--- src/rtl/desc_mem_arbiter.sv ---
// desc_mem_arbiter: two-requester arbiter for a single-port descriptor RAM.
//   Requester A (CPU) and requester B (DMA descriptor fetch) share one RAM
//   port. Grant and RAM drive are combinational from the current requests and
//   registered state. Contested grants alternate (round-robin), and read data
//   returns on the issuing port one cycle after each issued read.
//
// Optional feature macro: DESC_ARB_BURST_EN
//   When defined, a B read with b_burstcount=N (0 treated as 1) issues N
//   consecutive word reads. Both requesters are stalled while the burst runs.
//   When undefined, b_burstcount is ignored and no burst logic is built.
//
// Ports:
//   clk, reset_n                       clock, async active-low reset
//   a_*/b_* address/byteenable/read/write/writedata/burstcount  requests
//   a_*/b_* waitrequest/readdata/readdatavalid                  responses
//   mem_address/byteenable/writedata/chipselect/write/clken     RAM drive
//   mem_readdata                       RAM output, one cycle after a read
module desc_mem_arbiter #(
   parameter int unsigned ADDR_W = 10,
   parameter int unsigned DATA_W = 32
) (
   input  logic                  clk,
   input  logic                  reset_n,
   input  logic [ADDR_W-1:0]     a_address,
   input  logic [DATA_W/8-1:0]   a_byteenable,
   input  logic                  a_read,
   input  logic                  a_write,
   input  logic [DATA_W-1:0]     a_writedata,
   output logic                  a_waitrequest,
   output logic [DATA_W-1:0]     a_readdata,
   output logic                  a_readdatavalid,
   input  logic [ADDR_W-1:0]     b_address,
   input  logic [DATA_W/8-1:0]   b_byteenable,
   input  logic                  b_read,
   input  logic                  b_write,
   input  logic [DATA_W-1:0]     b_writedata,
   input  logic [3:0]            b_burstcount,
   output logic                  b_waitrequest,
   output logic [DATA_W-1:0]     b_readdata,
   output logic                  b_readdatavalid,
   output logic [ADDR_W-1:0]     mem_address,
   output logic [DATA_W/8-1:0]   mem_byteenable,
   output logic [DATA_W-1:0]     mem_writedata,
   output logic                  mem_chipselect,
   output logic                  mem_write,
   output logic                  mem_clken,
   input  logic [DATA_W-1:0]     mem_readdata
);

   localparam int unsigned BE_W = DATA_W / 8;

   localparam logic [0:0] IDLE  = 1'b0;
   localparam logic [0:0] BURST = 1'b1;

   logic [0:0]        state_q, state_d;
   logic              favour_b_q, favour_b_d;   // 0: A wins next contest
   logic [ADDR_W-1:0] addr_q, addr_d;           // last driven RAM address
   logic              a_rvalid_q, a_rvalid_d;
   logic              b_rvalid_q, b_rvalid_d;
   logic              a_req, b_req, grant_a, grant_b;

`ifdef DESC_ARB_BURST_EN
   logic [3:0]        beats_q, beats_d;         // beats still to issue
   logic [ADDR_W-1:0] baddr_q, baddr_d;         // next burst address
`else
   logic              unused_burstcount;
   assign unused_burstcount = ^b_burstcount;
`endif

   assign a_req = a_read | a_write;
   assign b_req = b_read | b_write;

   assign a_waitrequest   = ~grant_a;
   assign b_waitrequest   = ~grant_b;
   assign a_readdatavalid = a_rvalid_q;
   assign b_readdatavalid = b_rvalid_q;
   assign a_readdata      = a_rvalid_q ? mem_readdata : '0;
   assign b_readdata      = b_rvalid_q ? mem_readdata : '0;
   assign mem_clken       = 1'b1;

   // State register
   always_ff @(posedge clk or negedge reset_n) begin
      if (!reset_n) begin
         state_q    <= IDLE;
         favour_b_q <= 1'b0;
         addr_q     <= '0;
         a_rvalid_q <= 1'b0;
         b_rvalid_q <= 1'b0;
`ifdef DESC_ARB_BURST_EN
         beats_q    <= '0;
         baddr_q    <= '0;
`endif
      end else begin
         state_q    <= state_d;
         favour_b_q <= favour_b_d;
         addr_q     <= addr_d;
         a_rvalid_q <= a_rvalid_d;
         b_rvalid_q <= b_rvalid_d;
`ifdef DESC_ARB_BURST_EN
         beats_q    <= beats_d;
         baddr_q    <= baddr_d;
`endif
      end
   end

   // Grant decision, RAM drive and next state
   always_comb begin
      state_d        = state_q;
      favour_b_d     = favour_b_q;
      addr_d         = addr_q;
      a_rvalid_d     = 1'b0;
      b_rvalid_d     = 1'b0;
      grant_a        = 1'b0;
      grant_b        = 1'b0;
      mem_chipselect = 1'b0;
      mem_write      = 1'b0;
      mem_address    = addr_q;
      mem_byteenable = '1;
      mem_writedata  = '0;
`ifdef DESC_ARB_BURST_EN
      beats_d        = beats_q;
      baddr_d        = baddr_q;
`endif

      if (!reset_n) begin
         // Nothing is granted while reset is held.
      end else if (state_q == BURST) begin
`ifdef DESC_ARB_BURST_EN
         mem_chipselect = 1'b1;
         mem_address    = baddr_q;
         addr_d         = baddr_q;
         b_rvalid_d     = 1'b1;
         baddr_d        = baddr_q + ADDR_W'(1);
         beats_d        = beats_q - 4'd1;
         if (beats_q == 4'd1) state_d = IDLE;
`else
         state_d = IDLE;
`endif
      end else begin
         if (a_req && b_req) begin
            grant_a    = ~favour_b_q;
            grant_b    = favour_b_q;
            favour_b_d = ~favour_b_q;
         end else begin
            grant_a = a_req;
            grant_b = b_req;
         end

         // Write takes priority when read and write are both asserted.
         if (grant_a) begin
            mem_chipselect = 1'b1;
            mem_write      = a_write;
            mem_address    = a_address;
            addr_d         = a_address;
            if (a_write) begin
               mem_byteenable = a_byteenable;
               mem_writedata  = a_writedata;
            end else begin
               a_rvalid_d = 1'b1;
            end
         end else if (grant_b) begin
            mem_chipselect = 1'b1;
            mem_write      = b_write;
            mem_address    = b_address;
            addr_d         = b_address;
            if (b_write) begin
               mem_byteenable = b_byteenable;
               mem_writedata  = b_writedata;
            end else begin
               b_rvalid_d = 1'b1;
`ifdef DESC_ARB_BURST_EN
               // First beat issues now; the rest run from BURST.
               if (b_burstcount > 4'd1) begin
                  state_d    = BURST;
                  beats_d    = b_burstcount - 4'd1;
                  baddr_d    = b_address + ADDR_W'(1);
                  favour_b_d = 1'b0;
               end
`endif
            end
         end
      end
   end

   logic [BE_W-1:0] unused_be_w;
   assign unused_be_w = '0;

endmodule
--- config.mk ---
export PLATFORM = sky130hd
export DESIGN_NAME = desc_mem_arbiter
export DESIGN_NICKNAME = d
export VERILOG_FILES = /design/src/rtl/desc_mem_arbiter.sv
export SDC_FILE = /design/constraint.sdc
export NUM_CORES = 1
export LEC_CHECK = 0
export BUFFER_PORTS_ARGS = -buffer_cell sky130_fd_sc_hd__buf_4
export CELL_PAD_IN_SITES_DETAIL_PLACEMENT = 1
export CELL_PAD_IN_SITES_GLOBAL_PLACEMENT = 1
export CORE_UTILIZATION = 17
export CTS_CLUSTER_SIZE = 30
export DETAILED_ROUTE_END_ITERATION = 6
export PLACE_DENSITY = 0.87
export SKIP_LAST_GASP = 1
export SLEW_MARGIN = 20
export SYNTH_ARGS = -nofsm -noshare
export SYNTH_HDL_FRONTEND = slang
export SYNTH_SLANG_ARGS = --single-unit
export TNS_END_PERCENT = 5
--- constraint.sdc ---
create_clock -name clk -period 1.25 [get_ports clk]
set_input_delay 0.1875 -clock clk [delete_from_list [all_inputs] [get_ports clk]]
set_output_delay 0.1875 -clock clk [all_outputs]
set_load 0.01 [all_outputs]
### After elaboration in Yosys (flattened, before gate mapping)

Cells that the tools add are included.

* bits in registers: 13
* latch bits: 0
* RAM bits: 0
* ROM bits: 0
* output and inout port bits: 117
* memories: 0

* add/subtract/negate cells: 0
* $mul: 0
* divide/modulo/power cells: 0
* order comparisons: 0
* equal/unequal tests: 0
* shifts and indexed selects: 0
* mux-type cells: 34
* bitwise logic cells: 5
* reductions and logical operators: 2

Operators with widths (number)
* 32-bit 2-to-1 mux: 7
* 10-bit 2-to-1 mux: 3
* 4-bit 2-to-1 mux: 5
* 1-bit 2-to-1 mux: 19
* 1-bit inverter: 3
* 1-bit OR: 2
* 2-bit AND reduction: 1
* 1-bit logical AND: 1

### Longest topological paths before layout

Gate-level depths: netlist of run 1.

* depth after elaboration: 7
* mapped depth: 6
* gate-level depth less buffers: 3

### Worst setup path after synthesis of run 1

No wires, ideal clock.

* kind: flip-flop to output port
* from: register favour_b_q
* to: output port mem_address[1]
* data arrival time: 1156 ps
* required time: 1062 ps
* setup slack: -93 ps
* cell stages (with the launch flop): 5
* path through: dfrtp_1 > o21bai_2 > o211ai_2 > buf_2 > o221a_2

* longest elaborated chain between the ends: 5

RTL lines
* from (decl): RTL line 56 `logic favour_b_q, favour_b_d;`
* from (signal assigned): RTL line 95 `favour_b_q <= favour_b_d;`
* 1-bit 2-to-1 mux or 1-bit inverter (tied branches): RTL line 140, 141
* 1-bit 2-to-1 mux (on tied branches): RTL line 125, 140
* 10-bit 2-to-1 mux or 1-bit 2-to-1 mux (tied branches): RTL line 161, 125
* 10-bit 2-to-1 mux (*) (2 in series)
* to (decl): RTL line 41 `output logic [ADDR_W-1:0] mem_address,`

Mark *: on every way between the ends. The rest lies on a longest branch, timed or not. The select of a mux whose other input is x is not followed.

### Final worst setup path of run 1

* from: register favour_b_q
* to: output port mem_address[2]

Same word-level chain as after synthesis.

==> flow_summary.ini, run 1 <==
[critical_path]
start_kind = flop
r2r-end = addr_q[2]
critical-path-max-stage-delay_ns = 0.44
critPathRequiredTime_ns = 1.06
path_cells = buf_6, o21ai_4, o211ai_1, buf_4, o221a_4, buf_6
cp-end-kind = output pin
crit_path_top_delay_cell = dfrtp_2
crit_type = flop to output pin
critPathMaxFanout = 6
r2r_start = favour_b_q
r2r_cells = 6
arrival_ns = 1.59
reg2reg_slack_ns = -0.20
crit_top_cell = buf_6

[pwr]
comb_power_share_pct = 72.1
p_per_area_nw_per_um2 = 1020
vdd_drop_max_v = 0.000533
seq_power_share_pct = 13.6
p_sw_uw = 1670
internal_power_uw = 2730
clockPowerShare_pct = 14.3
p_leak_uw = 0.00221
p_sw_share_pct = 37.9

[timing]
finalHoldViolCount = 0
timing.final.ws_setup_ns = -0.523
min_period_over_period_pct = 142
skew_ns = 0.00337
slew_headroom_pct = 57.4
fmax_mhz = 564
grt_setup_unrepaired = true
min_period_ns = 1.77
hold_slack_ns = 0.237
slew_viol_final = 0
worst_slew_pin_slew_ns = 0.638
finalSetupViolations = 124

[logic_synthesis]
synth_seq_area_share_pct = 16.8
synth_area_per_cell_um2 = 6.82
netlist_instances = 284
synth-seq-cells = 13
syn-cell-area_um2 = 1940
synth_nets = 418
ys_warn_count = 0
ys_types = 26

[finish]
layout.nets = 663
fill_cells = 1361
diodes = 0
layout-drive-gt1-share_pct = 60.8
syn_to_final_growth_pct = 122
multiInputGateArea_um2 = 1610
seqCellArea_um2 = 327

[place]
gp_congestion = 0.823
place_worst_setup_slack_ns = -0.310
io_buffers = 245
dp_hpwl_um = 8800

[detailed_routing]
wl_um = 11100
drc = 0
viasPerCell = 4.43
via_count = 2961
wl_per_cell_um = 16.7
drt-initial-drc-count = 143
first_pass_iters = 4
antenna_left = 0

[worst_hold_path]
hold_class = input port to flop
holdPathStages = 2
hp-start = a_address[5]
hold_end = addr_q[5]

[floorplanning]
die_x_um = 109
fp.dieH_um = 109
fp-row-count = 38
start_util_pct = 17.6
io_pins = 251
dieArea_um2 = 11800
core_area_um2 = 11000

[global_route]
grt_pass1_vias = 3067
gr-total-overflow = 0
grt_max_degree = 35
antenna_found_initial = 0
grt_usage_pct = 17.3
grt_pass1_wl_um = 15900

[cts]
clk_root_buffer_cell = clkbuf_16
cts.clk_slew.worst_paths_ns = 0.05
cts_tree = built
clock_sinks = 13
htree_levels = 1
insertion_delay_ns = 0.25
clock_path_buffers = 2
numCtsBuffers = 3

[flow_run]
drv_cap = 0

[run_status]
violations = negative setup slack
status = complete, but fails checks
[placed cells by master, fill, tap and decap left out, types with 3 or more instances in the layout]
cell type / n
dfrtp_1: 12
o21ai_1: 4
and2_1: 66
nand2b_1: 10
buf_6: 11
o221a_4: 10
clkbuf_16: 3
o22ai_1: 32
buf_4: 257
nor3b_1: 8
nand2_1: 64
and2_4: 30
[power groups by stage]
stage / logic (µW) / clock network, µW / registers, µW
floorplan: 1590 / 0 / 583
global placement: 2720 / 0 / 583
detailed placement: 2810 / 0 / 589
CTS: 3090 / 633 / 589
global route: 3380 / 653 / 609
finish: 3170 / 628 / 599
[flip-flops by register name, summed over array words and instances, names as in the netlist]
| register | cells |
|---|---|
| addr_q | 10 |
| a_readdatavalid | 1 |
| b_readdatavalid | 1 |
| favour_b_q | 1 |
[worst max path at each step]
stage / endpoint / startpoint / slack, ns
floorplan: mem_writedata[1] / favour_b_q / -0.03
global placement: mem_address[7] / favour_b_q / -0.22
detailed placement: mem_address[3] / favour_b_q / -0.31
CTS: mem_address[7] / favour_b_q / -0.50
global route: mem_address[2] / favour_b_q / -0.57
finish: mem_address[2] / favour_b_q / -0.52
[cell type report]
class                      instances  share of cell area (%)
multi-input combinational        239                    37.5
tap                              140                    4.07
clock buffer                       3                    1.75
clock inverter                     1                   0.116
timing repair buffer             271                    48.9
inverter                           1                  0.0873
sequential                        13                    7.59
[repair_timing]
item	CTS	global route
hold buffers	1	0
endpoints found under the hold margin	13	0
setup buffers	4	2
setup endpoints to repair	124	126
resized for setup	25	3
pin swaps	11	3
cloned	1	1
[cells in the mapped netlist]
| cell type | count | area, µm² |
|---|---|---|
| a22oi_1 | 1 | 7.51 |
| inv_1 | 1 | 3.75 |
| nor2_1 | 2 | 7.51 |
| o221ai_1 | 1 | 8.76 |
| o221a_2 | 10 | 113 |
| o21ai_2 | 1 | 8.76 |
| buf_6 | 6 | 67.6 |
| buf_4 | 6 | 45.0 |
| nor2b_1 | 1 | 6.26 |
| dfrtp_1 | 13 | 325 |
| o21ai_1 | 4 | 20.0 |
| clkbuf_1 | 14 | 52.6 |
| o41ai_2 | 1 | 16.3 |
| buf_2 | 6 | 30.0 |
| o21ba_1 | 1 | 10.0 |
| nand2_1 | 64 | 240 |
| nand2b_1 | 10 | 62.6 |
| nor3b_1 | 8 | 60.1 |
| xnor2_1 | 1 | 8.76 |
| conb_1 | 1 | 3.75 |
| o211ai_2 | 1 | 12.5 |
| o211ai_1 | 1 | 7.51 |
| o22ai_1 | 32 | 200 |
| and2_1 | 96 | 601 |
| o21a_1 | 1 | 7.51 |
| o21bai_2 | 1 | 11.3 |
[routing by layer]
metal  share of wire (%)  global-route usage (%)  vias to the layer above
li1                    -                       -                     1432
met1                  36                    18.1                     1367
met2                  55                    35.5                      148
met3                 7.0                    2.69                       14
met4                 1.4                    3.86                        0
met5                   0                       0                        -
[per-stage QoR]
stage | cell area (µm²) | total power (µW) | utilization [%] | instances | setup TNS, ns
2_1_floorplan | 2030 | 2170 | - | 284 | -1.22
3_3_place_gp | 3990 | 3300 | 36.3 | 655 | -9.17
3_5_place_dp | 3990 | 3400 | 36.3 | 655 | -11.88
4_1_cts | 4260 | 4310 | 38.8 | 665 | -27.87
5_1_grt | 4300 | 4640 | 39.2 | 668 | -34.52
6_report | 4300 | 4400 | 39.2 | 668 | -27.34
[worst max-delay path: cells and delay by family, from the launching register on]
kind	cells	cell delay, ns
AOI/OAI and AO/OA	3	0.44
DFF	1	0.44
buffers and inverters	3	0.46
[cells by family after synthesis]
| logic type | share of synthesized area, % |
|---|---|
| XOR/XNOR | 0.452 |
| AND/OR/NAND/NOR | 50.5 |
| other | 0.194 |
| AO/OA/AOI/OAI | 21.8 |
| flip-flops | 16.8 |
| buffers and inverters | 10.3 |
(Power assumes the default switching activity.)
==> run 2, diff against run 1 <==
REMOVE_ABC_BUFFERS = 1   (was unset)
==> run 2 against run 1 <==
Compared with the run above: the run still ends with negative setup slack left; first-iteration DRC count decreased by 5.6%; register-to-register slack about the same; design area increased by 6.1%; critical endpoint is now mem_address[9]; critical path depth unchanged; utilization increased by 2.4 points; sequential cell count unchanged.
==> flow_summary.ini, run 2 (same netlist as run 1, synthesis figures left out) <==
[global_route]
antenna_found_initial = 6
grt_pass1_vias = 3243
grt_pass1_wl_um = 18000
gr-total-overflow = 0
grt_max_degree = 34
grt_usage_pct = 20.5

[finish]
largest_reg_flops = 10
layout-drive-gt1-share_pct = 57.4
syn_to_final_growth_pct = 136
seqCellArea_um2 = 325
mostFrequentLayoutCell = buf_4
layout_common_cells = 258 x buf_4, 95 x and2_1, 64 x nand2_1
layout.nets = 677
fill_cells = 1331
multiInputGateArea_um2 = 1580
largest_register = addr_q

[cts]
clock_sinks = 13
cts_tree = built
clk_root_buffer_cell = clkbuf_16
clock_path_buffers = 2
htree_levels = 1
insertion_delay_ns = 0.24
cts.clk_slew.worst_paths_ns = 0.04
numCtsBuffers = 3

[floorplanning]
io_pins = 251
fp.dieH_um = 109
start_util_pct = 17.6
core_area_um2 = 11000
dieArea_um2 = 11800
fp-row-count = 38
die_x_um = 109

[timing]
slew_viol_final = 0
fmax_mhz = 567
timing.final.ws_setup_ns = -0.514
min_period_ns = 1.76
skew_ns = 0.000174
finalHoldViolCount = 0
finalSetupViolations = 126
worst_slew_pin_slew_ns = 0.738
min_period_over_period_pct = 141
slew_headroom_pct = 50.8
grt_setup_unrepaired = true
fin_setup_tns_ns = -36.78

[critical_path]
crit_type = flop to output pin
r2r-end = addr_q[9]
arrival_ns = 1.58
reg2reg_slack_ns = -0.20
critPathRequiredTime_ns = 1.06
r2r_start = favour_b_q
r2r_cells = 6
critPathMaxFanout = 6
start_kind = flop
cp-end-kind = output pin

[place]
io_buffers = 245
place_worst_setup_slack_ns = -0.274
dp_hpwl_um = 9530
gp_congestion = 0.804

[pwr]
vdd_drop_max_v = 0.000542
p_leak_uw = 0.00232
p_per_area_nw_per_um2 = 1110

[detailed_routing]
viasPerCell = 4.56
drc = 0
wl_um = 12800
first_pass_iters = 4
via_count = 3138
antenna_left = 0
wl_per_cell_um = 18.7
drt-initial-drc-count = 135

[flow_run]
drv_cap = 0

[run_status]
status = complete, but fails checks
violations = negative setup slack

[worst_hold_path]
hold_class = input port to async pin
run 2: cell types whose count changed in the layout (fill, tap and decap cells not counted), sizes merged:
cell,previous run,this run
clkinv,1,0
o211ai,3,2
buf,270,283
dlygate4sd3,1,0
diode,0,6
clkbuf,3,6
dlymetal6s4s,0,1
run 2: metrics by stage:
step                      power, µW  hold slack (ns)  area [µm²]  utilization, %  std cells
after floorplan                1730           -0.108        1740               -        252
after global placement         3190            0.172        3930            35.8        654
after detailed placement       3290            0.184        3930            35.8        654
after CTS                      4800            0.241        4420            40.3        677
after global routing           5360            0.234        4560            41.5        688
final                          5080            0.215        4560            41.5        688
run 2: worst max-delay path by stage:
stage                     from                 to  slack, ns
global placement    favour_b_q     mem_address[7]      -0.24
CTS                 favour_b_q     mem_address[3]      -0.46
finish              favour_b_q     mem_address[9]      -0.51
detailed placement  favour_b_q     mem_address[7]      -0.27
floorplan           favour_b_q  mem_byteenable[0]      -0.47
global route        favour_b_q  mem_writedata[21]      -0.53
run 2: cell type report:
type / count / area share (%)
timing repair buffer: 286 / 52.3
tap: 140 / 3.84
inverter: 1 / 0.0823
antenna: 6 / 0.329
clock buffer: 4 / 1.73
sequential: 13 / 7.13
multi-input combinational: 238 / 34.6
run 2: worst max-delay path: stages (launching register included):
cell and delay (ns):
dfrtp_1 0.39, buf_6 0.14, o21ai_4 0.05, o211ai_1 0.17, buf_4 0.21, o221a_4 0.25
buf_6 0.12
run 2: timing repair:
action / in CTS / in global routing
gates cloned: 4 / 2
pin swaps: 12 / 2
endpoints found under the hold margin: 13 / 0
endpoints found under the setup margin: 125 / 128
setup buffers: 14 / 3
hold buffers: 1 / 0
resized for setup: 37 / 11
run 2: metal layers:
metal | share of wire (%) | up-vias | GRT usage (%)
li1 | - | 1470 | -
met1 | 34 | 1485 | 19.5
met2 | 55 | 163 | 39.7
met3 | 7.1 | 20 | 4.24
met4 | 3.6 | 0 | 12.9
met5 | 0 | - | 0
run 2: report_power, final:
part	switching, µW	internal (µW)	total (µW)	leakage (µW)
sequential	67.2	539	606	0.000149
combinational	1620	2240	3860	0.00213
clock	179	430	609	0.0000382
